**src/rtl/pipeline_hazard_ctrl.sv**
```systemverilog
// Hazard and sequencing controller for the 5-stage RV32 pipeline.
// Resolves memory freezes, branch redirects, multi-cycle mul/div waits and
// load-use hazards. It also keeps a saturating stall-cycle counter and a
// sticky mul/div timeout flag.
module pipeline_hazard_ctrl #(
  parameter int CNT_W      = 32,
  parameter int MD_TIMEOUT = 64
) (
  input  logic             clk_i,
  input  logic             rst_i,
  input  logic [4:0]       id_rs1_i,
  input  logic [4:0]       id_rs2_i,
  input  logic             id_uses_rs1_i,
  input  logic             id_uses_rs2_i,
  input  logic [4:0]       ex_rd_i,
  input  logic             ex_mem_read_i,
  input  logic             ex_branch_taken_i,
  input  logic             ex_md_start_i,
  input  logic             md_done_i,
  input  logic             dmem_busy_i,
  output logic             pc_write_o,
  output logic             if_id_write_o,
  output logic             if_id_flush_o,
  output logic             id_ex_flush_o,
  output logic             ex_hold_o,
  output logic [CNT_W-1:0] stall_count_o,
  output logic             md_timeout_o
);

  // The wait counter only has to reach MD_TIMEOUT-1.
  localparam int WC_W = (MD_TIMEOUT > 2) ? $clog2(MD_TIMEOUT) : 1;
  localparam logic [WC_W-1:0]  WC_LAST = WC_W'(MD_TIMEOUT - 1);
  localparam logic [CNT_W-1:0] CNT_MAX = '1;

  typedef enum logic {RUN, MD_WAIT} state_t;

  state_t            state_q, state_d;
  logic [WC_W-1:0]   wcnt_q, wcnt_d;
  logic [CNT_W-1:0]  stall_cnt_q;
  logic              timeout_q, timeout_d;
  logic              load_use;

  // Load in EX feeding a register that decode reads; x0 never creates a hazard.
  assign load_use = ex_mem_read_i && (ex_rd_i != 5'd0) &&
                    ((id_uses_rs1_i && (id_rs1_i == ex_rd_i)) ||
                     (id_uses_rs2_i && (id_rs2_i == ex_rd_i)));

  // Next-state logic and combinational pipeline controls.
  always_comb begin
    state_d       = state_q;
    wcnt_d        = wcnt_q;
    timeout_d     = timeout_q;
    pc_write_o    = 1'b1;
    if_id_write_o = 1'b1;
    if_id_flush_o = 1'b0;
    id_ex_flush_o = 1'b0;
    ex_hold_o     = 1'b0;
    if (rst_i) begin
      pc_write_o    = 1'b0;
      if_id_write_o = 1'b0;
      if_id_flush_o = 1'b1;
      id_ex_flush_o = 1'b1;
      state_d       = RUN;
      wcnt_d        = '0;
    end else begin
      case (state_q)
        RUN: begin
          wcnt_d = '0;
          if (dmem_busy_i) begin
            // Freeze everything; a taken branch stays in EX and redirects later.
            pc_write_o    = 1'b0;
            if_id_write_o = 1'b0;
            ex_hold_o     = 1'b1;
          end else if (ex_branch_taken_i) begin
            // Wrong-path instructions are squashed, so any load-use is moot.
            if_id_flush_o = 1'b1;
            id_ex_flush_o = 1'b1;
          end else if (ex_md_start_i && !md_done_i) begin
            pc_write_o    = 1'b0;
            if_id_write_o = 1'b0;
            ex_hold_o     = 1'b1;
            state_d       = MD_WAIT;
          end else if (load_use) begin
            // One bubble is enough; forwarding supplies the loaded value.
            pc_write_o    = 1'b0;
            if_id_write_o = 1'b0;
            id_ex_flush_o = 1'b1;
          end
        end
        MD_WAIT: begin
          pc_write_o    = 1'b0;
          if_id_write_o = 1'b0;
          ex_hold_o     = 1'b1;
          if (md_done_i) begin
            // Let the result leave EX on the done cycle.
            ex_hold_o = 1'b0;
            state_d   = RUN;
            wcnt_d    = '0;
          end else if (wcnt_q == WC_LAST) begin
            timeout_d = 1'b1;
            state_d   = RUN;
            wcnt_d    = '0;
          end else begin
            wcnt_d = wcnt_q + WC_W'(1);
          end
        end
        default: state_d = RUN;
      endcase
    end
  end

  // State, wait counter, sticky timeout flag and saturating stall counter.
  always_ff @(posedge clk_i or posedge rst_i) begin
    if (rst_i) begin
      state_q     <= RUN;
      wcnt_q      <= '0;
      timeout_q   <= 1'b0;
      stall_cnt_q <= '0;
    end else begin
      state_q   <= state_d;
      wcnt_q    <= wcnt_d;
      timeout_q <= timeout_d;
      if (!pc_write_o && (stall_cnt_q != CNT_MAX))
        stall_cnt_q <= stall_cnt_q + CNT_W'(1);
    end
  end

  assign stall_count_o = stall_cnt_q;
  assign md_timeout_o  = timeout_q;

endmodule

```
**config.mk**
```make
export PLATFORM = sky130hd
export DESIGN_NAME = pipeline_hazard_ctrl
export DESIGN_NICKNAME = d
export VERILOG_FILES = /design/src/rtl/pipeline_hazard_ctrl.sv
export SDC_FILE = /design/constraint.sdc
export NUM_CORES = 1
export LEC_CHECK = 0
export CORE_MARGIN = 3
export CORE_UTILIZATION = 47
export CTS_CLUSTER_SIZE = 40
export DETAILED_ROUTE_END_ITERATION = 6
export GPL_ROUTABILITY_DRIVEN = 0
export PLACE_DENSITY = 0.86
export RECOVER_POWER = 100
export SLEW_MARGIN = 30
export SYNTH_ARGS = -nofsm -noshare
export SYNTH_HDL_FRONTEND = slang
export SYNTH_SLANG_ARGS = --single-unit
```
**constraint.sdc**
```tcl
create_clock -name clk_i -period 2.8 [get_ports clk_i]
set_clock_uncertainty 0.2 [all_clocks]
set_input_delay 0.42 -clock clk_i [delete_from_list [all_inputs] [get_ports clk_i]]
set_output_delay 0.42 -clock clk_i [all_outputs]
set_load 0.05 [all_outputs]
```
==> results.md, run 1 <==
* Drt wl/cell at ~14 µm
* PD cells at about 660 mW/mm²
* Avg Vias per Cell at approximately 5.3
* CP endpoint: if_id_write_o
* DP Wirelength at 3680 µm
* R2R cell count at 8
* Initial antenna violation count at 0
* RSZ-0062 raised after global routing: false
* Critical path peak fanout at 2
* PortBufs at 61
* Remaining antenna violation count after routing at 0
* Sequential share of power at 0.370
* Dpl ws at -0.253 ns
* Slew HR at 0.400
* Die Ht at around 73 µm
* Number of global-route vias before repair at 1,843
* Clock latency on the worst-skew pair at 0.29 ns
* GR Overflow Total at 0
* Synth cell types at 32
* Synth Cell Area at 0.00210 mm²
* Reg-to-reg slack, setup at 0.13 ns
* Fraction of layout cells with a size suffix above 1 at 0.129
* Tightest Pin Transition at between 0.9 and 1 ns
* CP endpoint kind: primary output
* Diode count at 0
* Fin nets at between 300 and 400
* R2r endpoint: stall_count_o[15]
* FP Rows at 23
* Die ar. at between 0.005 and 0.006 mm²
* Slew Limit Fails at 0
* Syn_nets at 238
* Synth warn at 0
* CTS Sinks at 40
* Largest delay contributor family on the critical path: buffers and inverters
* Area delta synth->final at 42.1%
* Fin. Hold Viols at 0
* Non-Filler Instances at 344
* Hold-fix buffers, CTS at 0
* Worst EP required at between 2 and 2.5 ns
* Maxcap violations at 0
* Total negative setup slack at 0 ns
* Mux cell area share after synthesis at 0.00536
* Comb power frac at 0.375
* Cells after synthesis at about 210
* Clock share of power at 0.255
* Placed insts at roughly 330
* Flops & latches, synth at 40
* Core Box Area at ~0.0041 mm²
* Adder-cell share of the synthesized area at 0.0119
* Worst path cell trace: clkdlybuf4s50_1 -> or4_4 -> o21ai_2 -> nor2_1 -> a211o_1 -> inv_2 -> buf_12
* H-Tree Depth at 2
* CTS clk-pin slew, worst paths at 0.07 ns
* Critical path's slowest cell: or4_4
* Minimum clock period at approximately 2.7 ns
* Final WL at between 4000 and 5000 µm
* Slowest cell delay on critical path at about 0.52 ns
* Levels on crit path at 7
* Mean post-synth cell area at 9.90 µm²
* Routed via count at approximately 1.8k
* Placed cell area at 0.00287 mm²
* Main combinational cell family by area after synthesis: simple AND/OR/NAND/NOR gates
* Worst EP arrival at around 2.1 ns
* P_leak at 1.36 nW
* Post-synthesis compound-gate area fraction at 0.0387
* Xor-xnor portion of the synthesized cell area at 0.184
* Starting density of the core at 0.507
* Final setup viols at 0
* Sequential share of the synthesized area at 0.477
* Max rail drop VDD at roughly 720 µV
* Worst setup margin at between 0.07 and 0.08 ns
* Global-route wire length before repair at 8090 µm
* Post-route cell area at between 0.002 and 0.003 mm²
* Total GRT Usage at 0.199
* CP startpoint kind: primary input
* Final period util at 0.974
* Die X at 72.8 µm
* Net Sw Power at 0.000746 W
* Switching Fraction at 0.377
* Iteration-0 DRC Markers at between 60 and 70
* Num CTS Buffers at 5
* Most frequent cells in the layout: 36 x dfrtp_1, 34 x dlygate4sd3_1, 30 x xnor2_1, 23 x nand2_1, 21 x clkdlybuf4s50_1
* Max Fclk at between 0.3 and 0.4 GHz
* Synth Area in Simple Gates at 0.247
* Commonest non-fill, non-tap cell in the layout: dfrtp_1
* WP buf/inv at 3
* Crit Path Class: primary input to primary output
* Hold Path Depth at 1
* Internal at between 0.001 and 0.0015 W
* Io pins at 62
* Outcome: complete, no violations
* CTS Root Buffer Type: clkbuf_8
* Hold Crit Class: flip-flop to flip-flop
* CTS Buffer Depth at 2
* Worst r2r src: stall_count_o[5]
* CTS tree: yes
* Pin count of the biggest net entering global routing at 38
* Remaining routing DRC violations at 0
* Crit path launch: ex_rd_i[2]
* Pre-antenna DRT Iters at 4
==> logic make-up (layout without fill, tap and decap cells) <==
| group | count (synthesis) | count (layout) |
|---|---|---|
| and+or+nand+nor | 100 | 100 |
| xor gates and xnor gates | 44 | 44 |
| DFF | 40 | 40 |
| buffers and inverters | 15 | 97 |
| AOI/OAI and AO/OA | 10 | 10 |
| adders and majority gates | 2 | 2 |
| muxes | 1 | 1 |
==> metrics by stage <==
step           hold slack, ns  power (W)  utilization
5_1_grt                 0.311    0.00207        0.720
3_3_place_gp            0.250    0.00150        0.693
6_report                0.273    0.00198        0.720
4_1_cts                 0.226    0.00204        0.727
3_5_place_dp            0.264    0.00152        0.693
2_1_floorplan           0.233    0.00122            -
==> area by class of cell <==
class | instances | area, µm²
Sequential cell | 40 | 1010
Clock inverter | 1 | 30.0
Multi-Input combinational cell | 157 | 1020
Inverter | 11 | 41.3
Tap cell | 50 | 62.6
Timing Repair Buffer | 78 | 731
Fill cell | 316 | 1160
Clock buffer | 7 | 96.3
==> worst min path at each step <==
stage              start  slack [ns]         to
2_1_floorplan  wcnt_q[0]        0.23  wcnt_q[0]
3_3_place_gp   wcnt_q[0]        0.25  wcnt_q[0]
3_5_place_dp   wcnt_q[0]        0.26  wcnt_q[0]
4_1_cts            rst_i        0.23  wcnt_q[4]
5_1_grt        wcnt_q[0]        0.31  wcnt_q[0]
6_report       wcnt_q[0]        0.27  wcnt_q[0]
==> power by group through the flow <==
stage               registers (W)  logic (W)  clock network (W)
floorplan                 0.00100   0.000216                  0
global placement         0.000743   0.000761                  0
global route             0.000745   0.000791           0.000536
CTS                      0.000736   0.000784           0.000520
detailed placement       0.000746   0.000777                  0
finish                   0.000733   0.000743           0.000506
==> per-layer routing <==
metal | global-route usage | vias up | wire length, µm
li1 | - | 900 | -
met1 | 0.233 | 863 | 2020
met2 | 0.332 | 56 | 2350
met3 | 0.0620 | 5 | 434
met4 | 0.0922 | 0 | 87
met5 | 0 | - | 0
==> state kept, by name, indices dropped and copies added (netlist names) <==
| register | count |
|---|---|
| wcnt_q | 6 |
| stall_count_o | 32 |
| md_timeout_o | 1 |
| state_q | 1 |
==> what timing repair did <==
action	CTS	global route
gates cloned	0	0
pin swaps	1	1
gates resized for setup	4	1
setup endpoints to repair	2	22
setup buffers	1	2
==> cells in the mapped netlist <==
master	instances	area, µm²
a32oi_1	1	8.76
mux2_1	1	11.3
or2_4	1	8.76
nand4_1	13	81.3
o31a_1	1	8.76
a211o_1	1	8.76
a21oi_1	1	5.00
nor4_1	6	37.5
xor2_1	14	123
or4_1	1	7.51
o22ai_1	1	6.26
nor2_1	16	60.1
and3_1	5	31.3
o31ai_4	1	21.3
and4_1	1	8.76
buf_4	1	7.51
or3_4	2	22.5
nor3_1	14	70.1
nand2_1	23	86.3
dfrtp_1	40	1000
nor3_2	1	10.0
buf_6	2	22.5
inv_1	11	41.3
o21bai_1	1	7.51
buf_2	1	5.00
or2_1	1	6.26
nand3_1	12	60.1
ha_1	2	25.0
or3_1	3	18.8
xnor2_1	30	263
nand3_2	1	10.0
o21ai_0	3	15.0
No activity file was read; power rests on OpenSTA's default activity.
==> run 2: changes to the inputs <==
CTS_CLUSTER_SIZE = unset   (was 40)
GPL_TIMING_DRIVEN = 0   (was unset)
==> run 2 against run 1 <==
Against the previous run:
- global-route usage is 0.27 points higher
- maximum frequency decreased by 0.42%
- via count shrank 0.11%
- final cell count decreased by 3.2%
- count of clock-buffer cells in the layout is 1 lower
- critical path type unchanged
- largest power group is now sequential cells
- highest routed layer unchanged
==> results.md, run 2 (synthesis gave the netlist of run 1 again) <==
* Slew Limit Fails at 0 (unchanged)
* Maxcap violations at 0 (unchanged)
* Tightest Pin Transition at 1.09 ns (was 0.900 ns)
* Diode count at 0 (unchanged)
* Worst EP required at 2.18 ns (about the same)
* Pre-antenna DRT Iters at 4 (unchanged)
* Max rail drop VDD at 672 µV (was 722 µV)
* Remaining routing DRC violations at 0 (unchanged)
* Die Ht at 72.8 µm (unchanged)
* Worst EP arrival at 2.12 ns (was 2.11 ns)
* Minimum clock period at 2.74 ns (was 2.73 ns)
* CTS tree: yes (unchanged)
* Fin. Hold Viols at 0 (unchanged)
* CTS clk-pin slew, worst paths at 0.08 ns (was 0.07 ns)
* Global-route wire length before repair at 8220 µm (was 8090 µm)
* Outcome: complete, no violations (unchanged)
* CP startpoint kind: primary input (unchanged)
* Clock latency on the worst-skew pair at 0.30 ns (was 0.29 ns)
* CTS Buffer Depth at 2 (unchanged)
* Critical path peak fanout at 3 (was 2)
* Grt met1 use at 0.261 (was 0.233)
* Initial antenna violation count at 0 (unchanged)
* Global-route layer with the greatest usage: met2 (unchanged)
* Hold Crit Class: flip-flop to flip-flop (unchanged)
* Total GRT Usage at 0.201 (was 0.199)
* Area delta synth->final at 36.9% (was 42.1%)
* Iteration-0 DRC Markers at 66 (was 61)
* PortBufs at 61 (unchanged)
* Max reg flops at 32 (unchanged)
* M2 GR Usage at 0.327 (was 0.332)
* Fraction of layout cells with a size suffix above 1 at 0.0989 (was 0.129)
* Max Fclk at 0.365 GHz (was 0.367 GHz)
* Remaining antenna violation count after routing at 0 (unchanged)
* Pin count of the biggest net entering global routing at 25 (was 38)
* Commonest non-fill, non-tap cell in the layout: dfrtp_1 (unchanged)
* Num CTS Buffers at 5 (unchanged)
* Final setup viols at 0 (unchanged)
* RSZ-0062 raised after global routing: false (unchanged)
* Non-Filler Instances at 333 (was 344)
* P_leak at 1.30 nW (was 1.36 nW)
* DP Wirelength at 3700 µm (was 3680 µm)
* FP Rows at 23 (unchanged)
* Drt wl/cell at 15.0 µm (was 14.2 µm)
* Routed via count at 1,822 (was 1,824)
* Final WL at 5010 µm (was 4890 µm)
* Fin nets at 308 (was 319)
* Core Util, Final at 0.694 (was 0.720)
* Slew HR at 0.274 (was 0.400)
* Final period util at 0.978 (was 0.974)
* PD cells at 636 mW/mm² (was 665 mW/mm²)
* Fillcell total at 328 (was 316)
* H-Tree Depth at 2 (unchanged)
* Most frequent cells in the layout: 36 x dfrtp_1, 33 x dlygate4sd3_1, 30 x xnor2_1, 23 x nand2_1, 21 x clkdlybuf4s50_1 (was 36 x dfrtp_1, 34 x dlygate4sd3_1, 30 x xnor2_1, 23 x nand2_1, 21 x clkdlybuf4s50_1)
* CTS Sinks at 40 (unchanged)
* Met3 usage at 0.0537 (was 0.0620)
* Placed insts at 324 (was 333)
* Number of global-route vias before repair at 1,740 (was 1,843)
* Avg Vias per Cell at 5.47 (was 5.30)
* CP endpoint kind: primary output (unchanged)
* Power, Total at 0.00183 W (was 0.00198 W)
* Crit Path Class: primary input to primary output (unchanged)
* Die X at 72.8 µm (unchanged)
* Io pins at 62 (unchanged)
* Hold-fix buffers, CTS at 0 (unchanged)
* Hold WS at 0.283 ns (was 0.273 ns)
* Starting density of the core at 0.507 (unchanged)
* GR Overflow Total at 0 (unchanged)
* Total negative setup slack at 0 ns (unchanged)
* CTS Root Buffer Type: clkbuf_8 (unchanged)
* Die ar. at 0.00530 mm² (unchanged)
* Core Box Area at 0.00414 mm² (unchanged)
[run 2: cell count changes in the layout (fill, tap and decap cells not counted), sizes merged]
cell and delta:
buf -9, dlymetal6s2s -1, dlygate4sd3 -1, clkinv +2, bufinv -1, clkbuf -5
dlygate4sd2 +4
[run 2: where the power goes]
| group | internal, W | total (W) | switching (W) |
|---|---|---|---|
| combinational | 0.000228 | 0.000689 | 0.000461 |
| clock | 0.000197 | 0.000397 | 0.000201 |
| sequential | 0.000659 | 0.000742 | 0.0000831 |
[run 2: critical path, cell delays in order]
cell and delay, ns:
clkdlybuf4s50_1 0.47, or4_4 0.44, o21ai_2 0.14, nor2_1 0.05, a211o_1 0.27, inv_1 0.08
buf_4 0.10, buf_6 0.14
[run 2: repair_timing]
item                                    CTS  global route
resized for setup                        26             0
setup buffers                             1             0
endpoints found under the setup margin    8             0
[run 2: layout make-up]
cell class	count	area, µm²	area share
clock inverter	2	10.0	0.00348
clock buffer	6	82.6	0.0287
sequential	40	1010	0.350
inverter	11	43.8	0.0152
multi-input combinational	157	1020	0.356
timing repair buffer	63	611	0.212
tap	50	62.6	0.0218
buffer	4	35.0	0.0122
[run 2: metrics by stage]
step	setup slack [ns]	instance area [µm²]
2_1_floorplan	0.00487	2100
3_3_place_gp	-1.01	2780
3_5_place_dp	-0.928	2810
4_1_cts	0.0576	2900
5_1_grt	0.00612	2880
6_report	0.0613	2880
[run 2: worst paths after layout]
| path | slack [ns] | endpoint | start | cells past startpoint |
|---|---|---|---|---|
| min in group asynchronous | 0.30 | state_q | rst_i | 2 |
| worst max-delay path | 0.06 | pc_write_o | ex_rd_i[4] | 8 |
| max in group asynchronous | 0.74 | stall_count_o[5] | rst_i | 3 |
| worst min register to register | 0.28 | wcnt_q[0] | wcnt_q[0] | 1 |
| worst max register to register | 0.12 | stall_count_o[5] | stall_count_o[3] | 9 |
| worst min-delay path | 0.28 | wcnt_q[0] | wcnt_q[0] | 1 |
[run 2: per-layer routing]
metal  wire [µm]  vias to the layer above  part of all wire
met4          69                        0             0.014
li1            -                      876                 -
met3         330                        6             0.066
met2        2430                       64              0.48
met1        2180                      876              0.44
met5           0                        -                 0
==> run 3: changes to the inputs <==
CELL_PAD_IN_SITES_DETAIL_PLACEMENT = 2   (was unset)
CELL_PAD_IN_SITES_GLOBAL_PLACEMENT = 2   (was unset)
CORE_UTILIZATION = 28   (was 47)
PLACE_DENSITY = 0.85   (was 0.86)
==> run 3 against run 2 <==
Against the previous run:
- final cell count grew 15%
- sequential share of layout area shrank 1.5 points
- combinational power grew 4.8%
- highest routed layer unchanged
- via count grew 2.5%
- count of clock-buffer cells in the layout is the same
==> results.md, run 3 (synthesis gave the netlist of run 1 again) <==
* Outcome: complete, no violations (unchanged)
* Final WL at 6700 µm (was 5010 µm)
* R2R cell count at 9 (unchanged)
* Reg-to-reg slack, setup at 0.10 ns (was 0.12 ns)
* Diode count at 0 (unchanged)
* Pin count of the biggest net entering global routing at 27 (was 25)
* Maxcap violations at 0 (unchanged)
* CTS clk-pin slew, worst paths at 0.08 ns (about the same)
* Clock share of power at 0.244 (was 0.217)
* Commonest non-fill, non-tap cell in the layout: clkdlybuf4s50_1 (was dfrtp_1)
* Remaining antenna violation count after routing at 0 (unchanged)
* Sequential share of power at 0.385 (was 0.406)
* Fin. Hold Viols at 0 (unchanged)
* Placed cell area at 0.00286 mm² (was 0.00281 mm²)
* Slew HR at 0.197 (was 0.274)
* PD cells at 648 mW/mm² (was 636 mW/mm²)
* Worst r2r src: stall_count_o[3] (unchanged)
* Hold WS at 0.278 ns (was 0.283 ns)
* CTS Buffer Depth at 2 (unchanged)
* R2r endpoint: stall_count_o[5] (unchanged)
* Max rail drop VDD at 531 µV (was 672 µV)
* FP Rows at 30 (was 23)
* Final period util at 0.973 (was 0.978)
* CTS tree: yes (unchanged)
* Net Sw Power at 0.000776 W (was 0.000745 W)
* Area delta synth->final at 43.1% (was 36.9%)
* Non-Filler Instances at 382 (was 333)
* DP Wirelength at 5040 µm (was 3700 µm)
* Tightest Pin Transition at 1.20 ns (was 1.09 ns)
* Number of global-route vias before repair at 2,087 (was 1,740)
* Initial antenna violation count at 0 (unchanged)
* CP endpoint kind: primary output (unchanged)
* Avg Vias per Cell at 4.89 (was 5.47)
* Worst EP arrival at 2.10 ns (was 2.12 ns)
* Clock latency on the worst-skew pair at 0.30 ns (about the same)
* CP startpoint kind: primary input (unchanged)
* P_leak at 1.27 nW (was 1.30 nW)
* CTS Sinks at 40 (unchanged)
* Switching Fraction at 0.398 (was 0.408)
* Final setup viols at 0 (unchanged)
* Critical path peak fanout at 3 (unchanged)
* Io pins at 62 (unchanged)
* Worst EP required at 2.18 ns (about the same)
* PortBufs at 61 (unchanged)
* Num CTS Buffers at 5 (unchanged)
* Global-route wire length before repair at 10,900 µm (was 8220 µm)
* Drt wl/cell at 17.5 µm (was 15.0 µm)
* Pre-antenna DRT Iters at 4 (unchanged)
* Slew Limit Fails at 0 (unchanged)
* Die ar. at 0.00857 mm² (was 0.00530 mm²)
* Die X at 92.6 µm (was 72.8 µm)
* Placed insts at 370 (was 324)
* Fraction of layout cells with a size suffix above 1 at 0.122 (was 0.0989)
* Hold wc startpoint: wcnt_q[0] (unchanged)
* Die Ht at 92.6 µm (was 72.8 µm)
* Crit Path Class: primary input to primary output (unchanged)
* Internal at 0.00117 W (was 0.00108 W)
* Post-route cell area at 0.00301 mm² (was 0.00288 mm²)
* Minimum clock period at 2.72 ns (was 2.74 ns)
* Hold Path End: wcnt_q[0] (unchanged)
* Max Fclk at 0.367 GHz (was 0.365 GHz)
* Hold Path Depth at 1 (unchanged)
* Routed via count at 1,868 (was 1,822)
* Comb power frac at 0.371 (was 0.377)
* Fin nets at 311 (was 308)
* Hold Crit Class: flip-flop to flip-flop (unchanged)
* Remaining routing DRC violations at 0 (unchanged)
* GR Overflow Total at 0 (unchanged)
* RSZ-0062 raised after global routing: true (was false)
* H-Tree Depth at 2 (unchanged)
* Starting density of the core at 0.299 (was 0.507)
* Max reg flops at 32 (unchanged)
* Core Box Area at 0.00702 mm² (was 0.00414 mm²)
* Iteration-0 DRC Markers at 55 (was 66)
* Most frequent cells in the layout: 44 x clkdlybuf4s50_1, 36 x dfrtp_1, 30 x xnor2_1, 23 x nand2_1, 16 x nor2_1 (was 36 x dfrtp_1, 33 x dlygate4sd3_1, 30 x xnor2_1, 23 x nand2_1, 21 x clkdlybuf4s50_1)
* Total GRT Usage at 0.162 (was 0.201)
* CTS Root Buffer Type: clkbuf_8 (unchanged)
run 3: cell count changes in the layout (fill, tap and decap cells not counted), sizes merged:
| cell | previous run | this run |
|---|---|---|
| buf | 5 | 11 |
| inv | 11 | 10 |
| clkdlybuf4s50 | 21 | 44 |
| dlygate4sd3 | 33 | 8 |
| clkbuf | 10 | 7 |
| dlymetal6s2s | 0 | 1 |
| dlymetal6s4s | 0 | 1 |
| bufinv | 0 | 1 |
run 3: stage by stage:
| stage | TNS (ns) | setup slack, ns | total power, W | util |
|---|---|---|---|---|
| floorplan | 0 | 0.00487 | 0.00122 | - |
| global placement | -11.80 | -1.16 | 0.00147 | 0.404 |
| detailed placement | -13.17 | -1.09 | 0.00150 | 0.407 |
| CTS | 0 | 0.0433 | 0.00198 | 0.425 |
| global route | -0.0152 | -0.00969 | 0.00204 | 0.428 |
| finish | 0 | 0.0762 | 0.00195 | 0.428 |
run 3: power by group through the flow:
stage          Sequential (W)  Clock (W)  Combinational [W]
2_1_floorplan         0.00100          0           0.000216
6_report             0.000751   0.000476           0.000722
3_5_place_dp         0.000765          0           0.000737
5_1_grt              0.000765   0.000509           0.000770
3_3_place_gp         0.000756          0           0.000716
4_1_cts              0.000754   0.000487           0.000742
run 3: final cells by class:
cell class / count / area, µm²
timing repair buffer: 66 / 643
multi-input combinational: 157 / 1050
inverter: 11 / 42.5
fill: 765 / 4010
clock buffer: 6 / 72.6
clock inverter: 2 / 35.0
sequential: 40 / 1010
tap: 96 / 120
buffer: 4 / 35.0
run 3: worst max-delay path, cell delays in order:
cell	delay (ns)
dlygate4sd2_1	0.27
or4_4	0.56
o21ai_4	0.16
nor2_1	0.05
a211o_2	0.30
inv_1	0.08
buf_4	0.11
buf_6	0.15
run 3: layer usage:
layer	GRT usage	wire (µm)
met3	0.0382	297
met4	0.0371	63
met1	0.196	2870
met5	0	0
met2	0.291	3460
run 3: worst max-delay path by stage:
stage	from	endpoint	slack, ns
2_1_floorplan	stall_count_o[7]	stall_count_o[13]	0.005
3_3_place_gp	rst_i	ex_hold_o	-1.16
5_1_grt	stall_count_o[3]	stall_count_o[5]	-0.01
6_report	ex_rd_i[1]	pc_write_o	0.08
4_1_cts	stall_count_o[3]	stall_count_o[5]	0.04
3_5_place_dp	ex_rd_i[1]	pc_write_o	-1.09
run 3: repair_timing:
| item | CTS | global route |
|---|---|---|
| pin swaps | 1 | 0 |
| hold buffers | 0 | 0 |
| setup buffers | 1 | 3 |
| endpoints found under the hold margin | 0 | 0 |
| endpoints found under the setup margin | 24 | 12 |
| resized for setup | 27 | 8 |
